$ cat config.mk
export PLATFORM = sky130hd
export DESIGN_NAME = gate_unit_arbiter
export DESIGN_NICKNAME = d
export VERILOG_FILES = /design/src/rtl/gate_unit_arbiter.sv
export SDC_FILE = /design/constraint.sdc
export NUM_CORES = 1
export LEC_CHECK = 0
export ABC_AREA = 1
export CORE_UTILIZATION = 48
export DETAILED_ROUTE_END_ITERATION = 10
export GPL_TIMING_DRIVEN = 1
export PLACE_DENSITY = 0.83
export SLEW_MARGIN = 20
export SYNTH_ARGS = -nofsm -noshare
export SYNTH_HDL_FRONTEND = slang
export SYNTH_SLANG_ARGS = --single-unit
$ cat constraint.sdc
create_clock -name clk -period 7.5 [get_ports clk]
set_input_delay 2.25 -clock clk [delete_from_list [all_inputs] [get_ports clk]]
set_output_delay 2.25 -clock clk [all_outputs]
set_load 0.01 [all_outputs]
$ cat src/rtl/gate_unit_arbiter.sv
// gate_unit_arbiter: round-robin front end that shares one registered
// logic-gate unit among N_REQ requesters and returns tagged responses.
//
// state | meaning
// ------+---------------------------------------------------------------
// IDLE  | arbitrate; combinational req_ready to the winner, latch on accept
// EXEC  | evaluate the latched op, register result/id/err
// RESP  | hold response until resp_ready, then back to IDLE
module gate_unit_arbiter #(
  parameter int N_REQ = 4,
  parameter int WIDTH = 8,
  parameter int ID_W  = $clog2(N_REQ)
) (
  input  logic                   clk,
  input  logic                   rst,
  input  logic [N_REQ-1:0]       req_valid,
  output logic [N_REQ-1:0]       req_ready,
  input  logic [3*N_REQ-1:0]     req_op,
  input  logic [WIDTH*N_REQ-1:0] req_a,
  input  logic [WIDTH*N_REQ-1:0] req_b,
  output logic                   resp_valid,
  input  logic                   resp_ready,
  output logic [WIDTH-1:0]       resp_data,
  output logic [ID_W-1:0]        resp_id,
  output logic                   resp_err
);

  typedef enum logic [1:0] {
    S_IDLE = 2'd0,
    S_EXEC = 2'd1,
    S_RESP = 2'd2
  } state_t;

  state_t            state, state_nxt;
  logic [ID_W-1:0]   ptr;
  logic [ID_W-1:0]   grant_idx;
  logic [ID_W-1:0]   scan_idx;
  logic              grant_found;
  logic              accept;
  logic [2:0]        op_q;
  logic [WIDTH-1:0]  a_q, b_q;
  logic [ID_W-1:0]   id_q;
  logic [WIDTH-1:0]  gate_result;
  logic              gate_err;

  // Round-robin scan: first valid requester at or after ptr, wrapping.
  always_comb begin
    grant_found = 1'b0;
    grant_idx   = '0;
    scan_idx    = '0;
    for (int k = 0; k < N_REQ; k++) begin
      scan_idx = ID_W'((int'(ptr) + k) % N_REQ);
      if (!grant_found && req_valid[scan_idx]) begin
        grant_found = 1'b1;
        grant_idx   = scan_idx;
      end
    end
  end

  assign accept = (state == S_IDLE) && grant_found;

  // One-hot ready to the winner only, forced low while in reset.
  always_comb begin
    req_ready = '0;
    if (accept && !rst) req_ready[grant_idx] = 1'b1;
  end

  // Next-state logic for the IDLE/EXEC/RESP sequence.
  always_comb begin
    state_nxt = state;
    case (state)
      S_IDLE:  if (grant_found) state_nxt = S_EXEC;
      S_EXEC:  state_nxt = S_RESP;
      S_RESP:  if (resp_ready) state_nxt = S_IDLE;
      default: state_nxt = S_IDLE;
    endcase
  end

  // Gate evaluation on the latched operands; opcode 7 is flagged illegal.
  always_comb begin
    gate_result = '0;
    gate_err    = 1'b0;
    case (op_q)
      3'd0:    gate_result = a_q & b_q;
      3'd1:    gate_result = a_q | b_q;
      3'd2:    gate_result = ~a_q;
      3'd3:    gate_result = ~(a_q & b_q);
      3'd4:    gate_result = ~(a_q | b_q);
      3'd5:    gate_result = a_q ^ b_q;
      3'd6:    gate_result = ~(a_q ^ b_q);
      default: gate_err    = 1'b1;
    endcase
  end

  // State, pointer, request latch and response registers; rst wins over all.
  always_ff @(posedge clk) begin
    if (rst) begin
      state     <= S_IDLE;
      ptr       <= '0;
      op_q      <= '0;
      a_q       <= '0;
      b_q       <= '0;
      id_q      <= '0;
      resp_data <= '0;
      resp_id   <= '0;
      resp_err  <= 1'b0;
    end else begin
      state <= state_nxt;
      if (accept) begin
        op_q <= req_op[3*grant_idx +: 3];
        a_q  <= req_a[WIDTH*grant_idx +: WIDTH];
        b_q  <= req_b[WIDTH*grant_idx +: WIDTH];
        id_q <= grant_idx;
        if (grant_idx == ID_W'(N_REQ-1)) ptr <= '0;
        else                             ptr <= grant_idx + ID_W'(1);
      end
      if (state == S_EXEC) begin
        resp_data <= gate_result;
        resp_id   <= id_q;
        resp_err  <= gate_err;
      end
    end
  end

  assign resp_valid = (state == S_RESP);

endmodule

Yosys cells after proc, flatten, opt, wreduce, memory -nomap -nowiden
Index checks and enable logic that the tools add are counted.
{ "word_totals": {"register_bits": 36, "word_cells": 80} }
{ "op_classes": {"reduce_logical": 14, "bitwise": 7, "order_cmp": 6, "add_sub_neg": 4, "multipliers": 1, "n_eq_ne": 11, "mux": 25, "n_shift": 3} }
{ "ops": {"columns": ["operator", "count"], "rows": [
  ["32-bit by 6-bit variable part select with 8-bit output", 2],
  ["8-bit case mux with 7 select lines", 1],
  ["8-bit inverter", 4],
  ["2-bit by 3-bit less-than comparator with 1-bit output, second input constant", 5],
  ["2-bit two-way mux", 7],
  ["12-bit by 5-bit variable part select with 3-bit output", 1],
  ["1-bit two-way mux", 10],
  ["3-bit equality test, second input constant", 3],
  ["8-bit bitwise AND", 1],
  ["1-bit binary-select mux with 2-bit select", 4],
  ["8-bit OR", 1],
  ["8-bit XOR", 1],
  ["7-bit OR reduction", 1],
  ["3-bit by 2-bit equality test with 1-bit output, second input constant", 2],
  ["1-bit logical AND", 6],
  ["2-bit case mux with 3 select lines", 1],
  ["2-bit by 1-bit adder with 2-bit output, second input constant", 2],
  ["2-bit adder, second input constant", 2],
  ["2-bit equality test, second input constant", 2],
  ["1-bit zero test", 4],
  ["2-bit by 2-bit multiplier with 4-bit output, first input constant", 1],
  ["4-bit two-way mux", 1],
  ["3-bit by 1-bit equality test with 1-bit output, second input constant", 1],
  ["3-bit zero test", 1],
  ["7 further kinds", 7]
]} }

Logic depth before layout (Yosys ltp)
Gate-level depths: netlist of the first run.
{ "logic_depth": {"depth_word": 17, "mapped_depth": 15} }

Worst setup path before layout of the first run
Ideal clock, no wire load.
{ "synth_path": {"path_kind": "input port to output port", "startpoint": "input port req_valid[1]", "endpoint": "output port req_ready[3]", "slack_ns": 1.769, "required_ns": 5.250, "t_arrival_ns": 3.481, "path_stages": 13, "path_buffers": 1, "path_cell_list": "inv_1 nand2_1 nand3_1 nand2_2 nor2_1 nand3_1 nand2_1 nand2_2 inv_2 buf_4 ha_1 inv_1 nor2_1"} }
{ "synth_between": {"elab_chain_len": 17, "elab_cells_between_ends": 30, "classes_between": "2 x order compare; 19 x mux; 9 x reduce/logical"} }
{ "synth_lines": {"columns": ["element", "line_no", "source"], "rows": [
  ["from (decl)", "16", "input logic [N_REQ-1:0] req_valid,"],
  ["1-bit binary-select mux with 2-bit select", "53", "if (!grant_found && req_valid[scan_idx]) begin"],
  ["1-bit two-way mux (implied by the code)", "53", null],
  ["1-bit two-way mux", "53", null],
  ["1-bit zero test", "53", null],
  ["1-bit logical AND", "53", null],
  ["1-bit two-way mux", "53", null],
  ["1-bit zero test", "53", null],
  ["1-bit logical AND", "53", null],
  ["1-bit two-way mux", "53", null],
  ["1-bit zero test", "53", null],
  ["1-bit logical AND", "53", null],
  ["2-bit two-way mux", "53", null],
  ["2-bit by 3-bit less-than comparator with 1-bit output (implied by the code) / 2-bit by 1-bit greater-or-equal comparator with 1-bit output (equally long branches)", "65", "if (accept && !rst) req_ready[grant_idx] = 1'b1;"],
  ["1-bit logical AND (implied by the code)", "65", null],
  ["1-bit two-way mux (implied by the code)", "65", null],
  ["1-bit demux with 2-bit select", "65", null],
  ["4-bit two-way mux *", "65", null],
  ["to (decl)", "17", "output logic [N_REQ-1:0] req_ready,"]
]} }
Every way passes the cells marked *; elsewhere a longest branch is shown, timed or not. The select of a mux whose other input is x is not followed.

Worst setup path in the final report of the first run
Ends and elaborated chain as after synthesis.

==> out/summary.md, run 1 <==
Setup violations remaining at the end of the flow were counted as 0. Entering global routing, the biggest net connects 40 pins. The share of cells above drive strength 1 was 0.04777; the global-route usage over all layers was 0.2711. The compound-cell area share of the yosys netlist came out at 0.08657. The clock arrives with 0.01149 ns of skew.

Area growth from synthesis to layout: 34.06%. The type of element capturing the critical path was a primary output. The tools report the maximum clock rate as 0.1446 GHz. IR analysis of the VDD net gives a maximum drop of 277.3 uV. The flow ran to the end, and the final reports show no timing, DRC or antenna violations. The final weighted congestion in routability-driven placement came out at 0.8810.

TritonCTS built the clock tree. The tools report the combined area of the multi-input logic cells as 0.001913 mm2. In this run the worst path has a maximum fanout of 23. The post-route core utilization is 0.6841. The run gives 0 as the final count of pins violating max slew. Detailed routing inserted a total of 3,520 vias. The number of hold buffers added after CTS was 0.

The share of synthesized area spent on multiplexers was 0.01092. The placeable core region is 0.006061 mm2, and the number of remaining DRC errors is 0. For the total of fill cells in the finished design, the log shows 554. The commonest cells after synthesis are 230 x sky130_fd_sc_hd__nand2_1, 78 x sky130_fd_sc_hd__inv_1, 67 x sky130_fd_sc_hd__nand3_1. After synthesis, the netlist uses 29 different library cells. The post-route minimum period was 6.915 ns.

The total power density per cell area is 315.0 mW/mm2. The wire length of the first global-routing pass was 14,080 um; the final non-filler cell area was 0.004146 mm2. Yosys attributes the largest share of cell area to sky130_fd_sc_hd__nand2_1 28%, sky130_fd_sc_hd__dfxtp_1 23%, sky130_fd_sc_hd__nand3_1 11%, sky130_fd_sc_hd__inv_1 9.5%, sky130_fd_sc_hd__ha_1 6.9%. Across the run, the number of max-cap violations was 0. The detail route stage leaves a number of antenna-violating nets equal to 0. The number of clock buffers added by TritonCTS is 5.

Data on the critical path is required at its endpoint by 5.25 ns. In this run the post-CTS setup repair buffer count came out at 0. For the non-filler instance count after layout, the log shows 703. The number of gates resized after CTS was 0; the horizontal die dimension was 82.27 um. After synthesis, the largest family of logic cells by area is simple AND/OR/NAND/NOR gates. The top-area cell type share of the netlist area is 0.2791. The global-route congestion overflow total came out at 0. The number of nets in the synthesized netlist is 640. For this design the top-level I/O count stands at 99. The H-tree was split into 2 levels. The placement row count was 28. Summed over all failing endpoints, the final setup total negative slack is 0 ns.

Setup repair after global routing left no endpoint under its margin. For the area of the die, the log shows 0.006768 mm2. The fraction of synthesized cell area in xor and xnor cells works out to 0. At the pin with the least slew margin, the transition time is 0.7355 ns. Detailed placement finished with a half-perimeter wire length of 6540 um. The cell sitting at the root of the clock tree is a sky130_fd_sc_hd__clkbuf_8.

The post-synthesis adder-cell area fraction is 0.06877, and the hold violation total from the final report is 0. Simple-gate share of the synthesized area: 0.4523. The placement-stage cell area is 0.004065 mm2. CTS saw 36 sinks. The initial core utilization was 0.5103; the number of synthesized register bits was 36. Across the whole layout, storage elements account for 720.7 um2.

The final period utilization was 0.9221; the number of flops mapped to enable cells by yosys was 0. Yosys printed 0 warnings. The initial antenna violation count came out at 0. The first detailed-routing pass took 5 iterations. Counting every instance in the synthesized netlist gives 540. The tools report the largest buffer count on any clock path as 2. After synthesis the cells add up to 0.003093 mm2.

Timing analysis after detailed placement gives a worst setup slack of 0.6100 ns. Input and output buffers added on the ports amount to 98. After detailed routing, the average wire length per cell comes to 12.03 um. The run gives 0 as the diode insertion count for antenna repair. The top flip-flop cell by instance count after synthesis was sky130_fd_sc_hd__dfxtp_1. After layout, the design draws a total of 1.306 mW. The share of flip-flops with an asynchronous set or reset after synthesis was 0.

The tightest slew margin relative to the limit is 0.5091. The clock reaches the later pin of the worst-skew pair after 0.30 ns. The analysis attributes to cell leakage a power of 2.179 nW. The clock transition at the registers of the reported paths is 0.06 ns, and the average footprint of a synthesized cell is 5.728 um2. Via-per-instance ratio: 5.007.

Of all cell types, the one taking the most synthesized area is sky130_fd_sc_hd__nand2_1. Data on the critical path arrives at its endpoint at 4.67 ns. The post-synthesis sequential area ratio is 0.2330.

The die is 82.27 um tall. After the first detailed-routing iteration, the DRC count stood at 210. The routed design has 8457 um of wire. In the final design database the tool counted 728 nets.

The number of placed instances, taps included, is 696. The run gives 0.4625 ns as the worst slack on hold paths. Final worst slack: 0.5845 ns. The most common cell in the synthesized netlist was sky130_fd_sc_hd__nand2_1. The worst min-delay path category was reg2reg. The run gives 3,264 as the number of global-route vias before repair.

The critical path is of the in2out type. The kind of start point of the critical path was an input pin.
==> report_power, final <==
group	total, mW	internal, mW	switching, mW
registers	0.305	0.250	0.0553
clock network	0.134	0.0629	0.0716
logic	0.867	0.316	0.551
total	1.31	0.628	0.678
==> kinds of logic (layout without fill, tap and decap cells) <==
group / Yosys count / in the layout
AOI/OAI and AO/OA: 46 / 46
DFF: 36 / 36
buffers and inverters: 105 / 193
and+or+nand+nor: 333 / 333
adders and majority gates: 17 / 17
muxes: 3 / 3
==> worst max-delay path, cell delays in order <==
cell	delay [ns]
sky130_fd_sc_hd__clkdlybuf4s50_1	0.42
sky130_fd_sc_hd__inv_1	0.08
sky130_fd_sc_hd__nand2_1	0.08
sky130_fd_sc_hd__nand3_1	0.14
sky130_fd_sc_hd__nand2_2	0.08
sky130_fd_sc_hd__nor2_1	0.16
sky130_fd_sc_hd__nand3_1	0.10
sky130_fd_sc_hd__nand2_1	0.11
sky130_fd_sc_hd__nand2_2	0.07
sky130_fd_sc_hd__inv_2	0.29
sky130_fd_sc_hd__ha_1	0.22
sky130_fd_sc_hd__inv_1	0.05
sky130_fd_sc_hd__nor2_1	0.09
sky130_fd_sc_hd__clkdlybuf4s50_1	0.54
==> layer usage <==
layer	share of wire	up-vias	wire length, um	track usage
li1	-	1860	-	-
met1	0.45	1552	3811	0.3294
met2	0.48	91	4089	0.4851
met3	0.048	17	402	0.04725
met4	0.018	0	154	0.07719
met5	0	-	0	0
==> cell type report <==
type                    instances  area share
multi-input cells             399      0.4614
repair buffers                105      0.2492
flip-flops and latches         36      0.1738
inverters                      81     0.07333
well taps                      75     0.02263
clock buffers                   5     0.01660
clock inverters                 2    0.003017
==> registers in the layout, indices dropped and copies added, names as in the netlist <==
name	count
resp_id	2
state	2
resp_err	1
resp_data	8
id_q	2
op_q	3
a_q	8
ptr	2
b_q	8
==> cells in the final DEF, fill, tap and decap left out, types with 2 or more instances in the layout <==
cell                              Yosys  layout
sky130_fd_sc_hd__buf_4                4       7
sky130_fd_sc_hd__nor2_1              17      17
sky130_fd_sc_hd__o22ai_1             10      10
sky130_fd_sc_hd__nand4_1              3       3
sky130_fd_sc_hd__nor2_2               2       2
sky130_fd_sc_hd__clkbuf_8             0       5
sky130_fd_sc_hd__ha_1                17      17
sky130_fd_sc_hd__clkdlybuf4s50_1      0      98
sky130_fd_sc_hd__mux2_2               3       3
sky130_fd_sc_hd__o21ai_0              9       9
sky130_fd_sc_hd__o31ai_1              5       5
sky130_fd_sc_hd__nor3_1               5       5
sky130_fd_sc_hd__inv_1               78      78
sky130_fd_sc_hd__dfxtp_1             36      36
sky130_fd_sc_hd__nand2_1            230     230
sky130_fd_sc_hd__nand3_1             67      67
sky130_fd_sc_hd__inv_2                3       3
sky130_fd_sc_hd__a21oi_1             17      17
sky130_fd_sc_hd__nand2_2              5       5
==> path summary, 6_finish.rpt <==
kind                                           startpoint                   endpoint  slack [ns]  depth (start not counted)
worst max register to register        ptr[0]$_SDFFE_PP0P_        ptr[1]$_SDFFE_PP0P_        5.09                         13
worst min-delay path            resp_data[3]$_SDFFE_PP0N_  resp_data[3]$_SDFFE_PP0N_        0.46                          2
worst min register to register  resp_data[3]$_SDFFE_PP0N_  resp_data[3]$_SDFFE_PP0N_        0.46                          2
worst max-delay path                         req_valid[1]               req_ready[3]        0.58                         14
No activity file was read; power rests on OpenSTA's default activity.
==> inputs of run 2 (changes only) <==
Settings changed: CORE_ASPECT_RATIO from default to 0.6, CTS_BUF_LIST from default to sky130_fd_sc_hd__clkbuf_8.
==> out/summary.md, run 2 (synthesis results as in run 1) <==
STA classifies the critical path startpoint as an input pin. The run gives 2.184 nW (+0.24%) as the leakage power figure. The count of routing violations after the opening detailed-route iteration came out at 224 (+6.7%).

The total power density per cell area was 315.8 mW/mm2 (+0.26%). For the hold violation total from the final report, the log shows 0 (unchanged). The worst setup path is captured at a primary output. The tools report the number of global-route vias before repair as 3,335 (+2.2%).

Counting stages on the worst path, the most repeated cell is sky130_fd_sc_hd__nand2_1. For the placeable core region, the log shows 0.006166 mm2 (+1.7%). The run gives 0 (unchanged) as the diode insertion count for antenna repair. The top cell types in the final layout, fill and taps aside, are 230 x sky130_fd_sc_hd__nand2_1, 98 x sky130_fd_sc_hd__clkdlybuf4s50_1, 79 x sky130_fd_sc_hd__inv_1, 67 x sky130_fd_sc_hd__nand3_1, 36 x sky130_fd_sc_hd__dfxtp_1. Latest clock arrival within the worst-skew pair: 0.29 ns (about the same). The via-per-instance ratio was 5.048 (+0.81%); the wire length of the first global-routing pass was 14,640 um (+4.0%).

The logs give 8866 um (+4.8%) for the aggregate routed wire length and 0.2698 (-0.001335) for the global-route usage over all layers. Final period utilization: 0.9278 (+0.005734). TritonCTS built the clock tree. For the initial core utilization, the log shows 0.5016 (-0.008699). The clock transition at the registers of the reported paths is 0.07 ns (about the same), and the final-report setup violation count is 0 (unchanged). The run finished with clean final reports.

The largest incremental delay on the critical path was 0.54 ns (about the same). The area growth from synthesis to layout is 34.30%, and the die span in y is 64.18 um (-22%). The post-route minimum period came out at 6.958 ns (+0.04300 ns).

Worst min-delay path category: reg2reg. The logs give 4.71 ns (+0.04 ns) for the data arrival at the endpoint of the critical path and 99 (unchanged) for the count of pins on the block boundary. The tools report the final weighted congestion in routability-driven placement as 0.9404 (+6.7%).

The horizontal die dimension is 105.6 um (+28%). The logs give 588 (+6.1%) for the total of fill cells in the finished design and 0 (unchanged) for the reported max-cap violation count. The maximum resistive drop on vdd is 202.6 uV (-27%). The largest registers in the layout are a_q (8), b_q (8), resp_data (8). Setup repair after global routing left no endpoint under its margin. Traced cell by cell, the critical path runs through clkdlybuf4s50_1 -> inv_1 -> nand2_1 -> nand2_1 -> nand2_1 -> nand2_2 -> nor2_1 -> nor2_1 -> nand2_1 -> nand2_2 -> inv_2 -> ha_1 -> inv_1 -> nor2_1 -> clkdlybuf4s50_1. The critical-path cell with the highest stage delay was sky130_fd_sc_hd__clkdlybuf4s50_1. The worst setup slack before clock tree synthesis is 0.5774 ns (-0.03261 ns).

For the first-pass detailed-route iteration total, the log shows 6 (+1). Leaving out fill and tap cells, the most frequent cell in the layout is sky130_fd_sc_hd__nand2_1. The number of input and output port buffers inserted is 98 (unchanged), and the number of buffers and inverters on the critical path is 5 (unchanged). The run gives 0.5056 (-0.003544) as the tightest slew margin relative to the limit. The detailed-route wire length per cell is 12.45 um (+3.5%), and the global-route congestion overflow total is 0 (unchanged). Largest clock skew in the final design: 0.008887 ns (-0.002603 ns). The largest net degree at the start of global routing is 40 (unchanged).

The post-detailed-route count of antenna-violating nets is 0 (unchanged), and the number of gates resized after CTS is 0 (unchanged). The net count reported at finish is 728 (unchanged), and the non-filler instance count after layout is 712 (+1.3%). Total via count after detailed routing: 3,594 (+2.1%). Placement-stage cell area: 0.004076 mm2 (+0.28%). The share of cells above drive strength 1 works out to 0.04618 (-0.001592).

The placement row count came out at 22 (-21%). For the total number of H-tree levels, the log shows 2 (unchanged). The category of cells accounting for the largest share of critical-path delay is buffers and inverters.

The kind of critical path is in2out. The cts-stage hold buffer count is 0 (unchanged), and the final non-filler cell area is 0.004154 mm2 (+0.18%). The logs give 705 (+1.3%) for the count of placed standard cells including taps and 6978 um (+6.7%) for the sum of net half-perimeters after detailed placement.

For the final total negative setup slack, the log shows 0 ns (unchanged). The tree is rooted in a sky130_fd_sc_hd__clkbuf_8. The maximum clock rate is 0.1437 GHz (-0.62%). The required time at the endpoint of the critical path is 5.25 ns (about the same), and the count of buffers added by post-CTS timing repair for setup is 0 (unchanged). The logs give 0.5415 ns (-0.04300 ns) for the final worst slack and 0 (unchanged) for the number of remaining DRC errors. The tools report the area of the die as 0.006779 mm2 (+0.16%). Worst-margin pin slew: 0.7408 ns (+0.005309 ns). The tools report the clock net sink count as 36 (unchanged). The number of CTS-inserted buffers came out at 5 (unchanged).

The highest fanout seen on the critical path is 23 (unchanged). The logs give 0 (unchanged) for the initial antenna violation count and 0 (unchanged) for the final count of pins violating max slew. The run gives 2 (unchanged) as the largest buffer count on any clock path.
run 2: changes by cell type in the layout (fill, tap and decap cells not counted), sizes merged:
cell and change:
clkinvlp -1, inv +1
run 2: path summary, 6_finish.rpt:
check	start	endpoint	cells after the start	slack (ns)
setup / recovery	req_valid[2]	req_ready[3]	15	0.54
setup reg to reg	ptr[0]$_SDFFE_PP0P_	ptr[1]$_SDFFE_PP0P_	13	5.04
hold / removal	resp_data[4]$_SDFFE_PP0N_	resp_data[4]$_SDFFE_PP0N_	2	0.46
hold reg to reg	resp_data[4]$_SDFFE_PP0N_	resp_data[4]$_SDFFE_PP0N_	2	0.46
run 2: final cells by class:
type                    count  area (um2)  area share
clock buffers               5       68.82     0.01657
clock inverters             2       8.758    0.002108
inverters                  81       304.0     0.07319
multi-input cells         399        1913      0.4605
flip-flops and latches     36       720.7      0.1735
well taps                  84       105.1     0.02530
repair buffers            105        1033      0.2488
run 2: worst register-to-register path: cells and delay by family, from the launching register on:
kind	cells	cell delay, ns
fa+ha+maj	1	0.32
simple gates	8	0.71
compound gates	2	0.23
buf+inv	2	0.48
flops	1	0.60
run 2: report_power, final:
group / total, mW / switching [mW] / internal (mW)
combinational: 0.878 / 0.561 / 0.317
clock: 0.128 / 0.0660 / 0.0617
sequential: 0.306 / 0.0566 / 0.250
run 2: metal layers:
metal / vias up / part of all wire / global-route usage
met5: - / 0 / 0
met3: 19 / 0.080 / 0.04898
li1: 1860 / - / -
met2: 156 / 0.45 / 0.4663
met1: 1559 / 0.46 / 0.3467
met4: 0 / 0.018 / 0.07292
run 2: stage by stage:
stage	utilization	power, mW	hold slack (ns)
2_1_floorplan	-	0.9691	0.4478
3_3_place_gp	0.6611	1.145	0.4529
3_5_place_dp	0.6611	1.173	0.4551
4_1_cts	0.6737	1.306	0.4665
5_1_grt	0.6737	1.446	0.4805
6_report	0.6737	1.312	0.4635
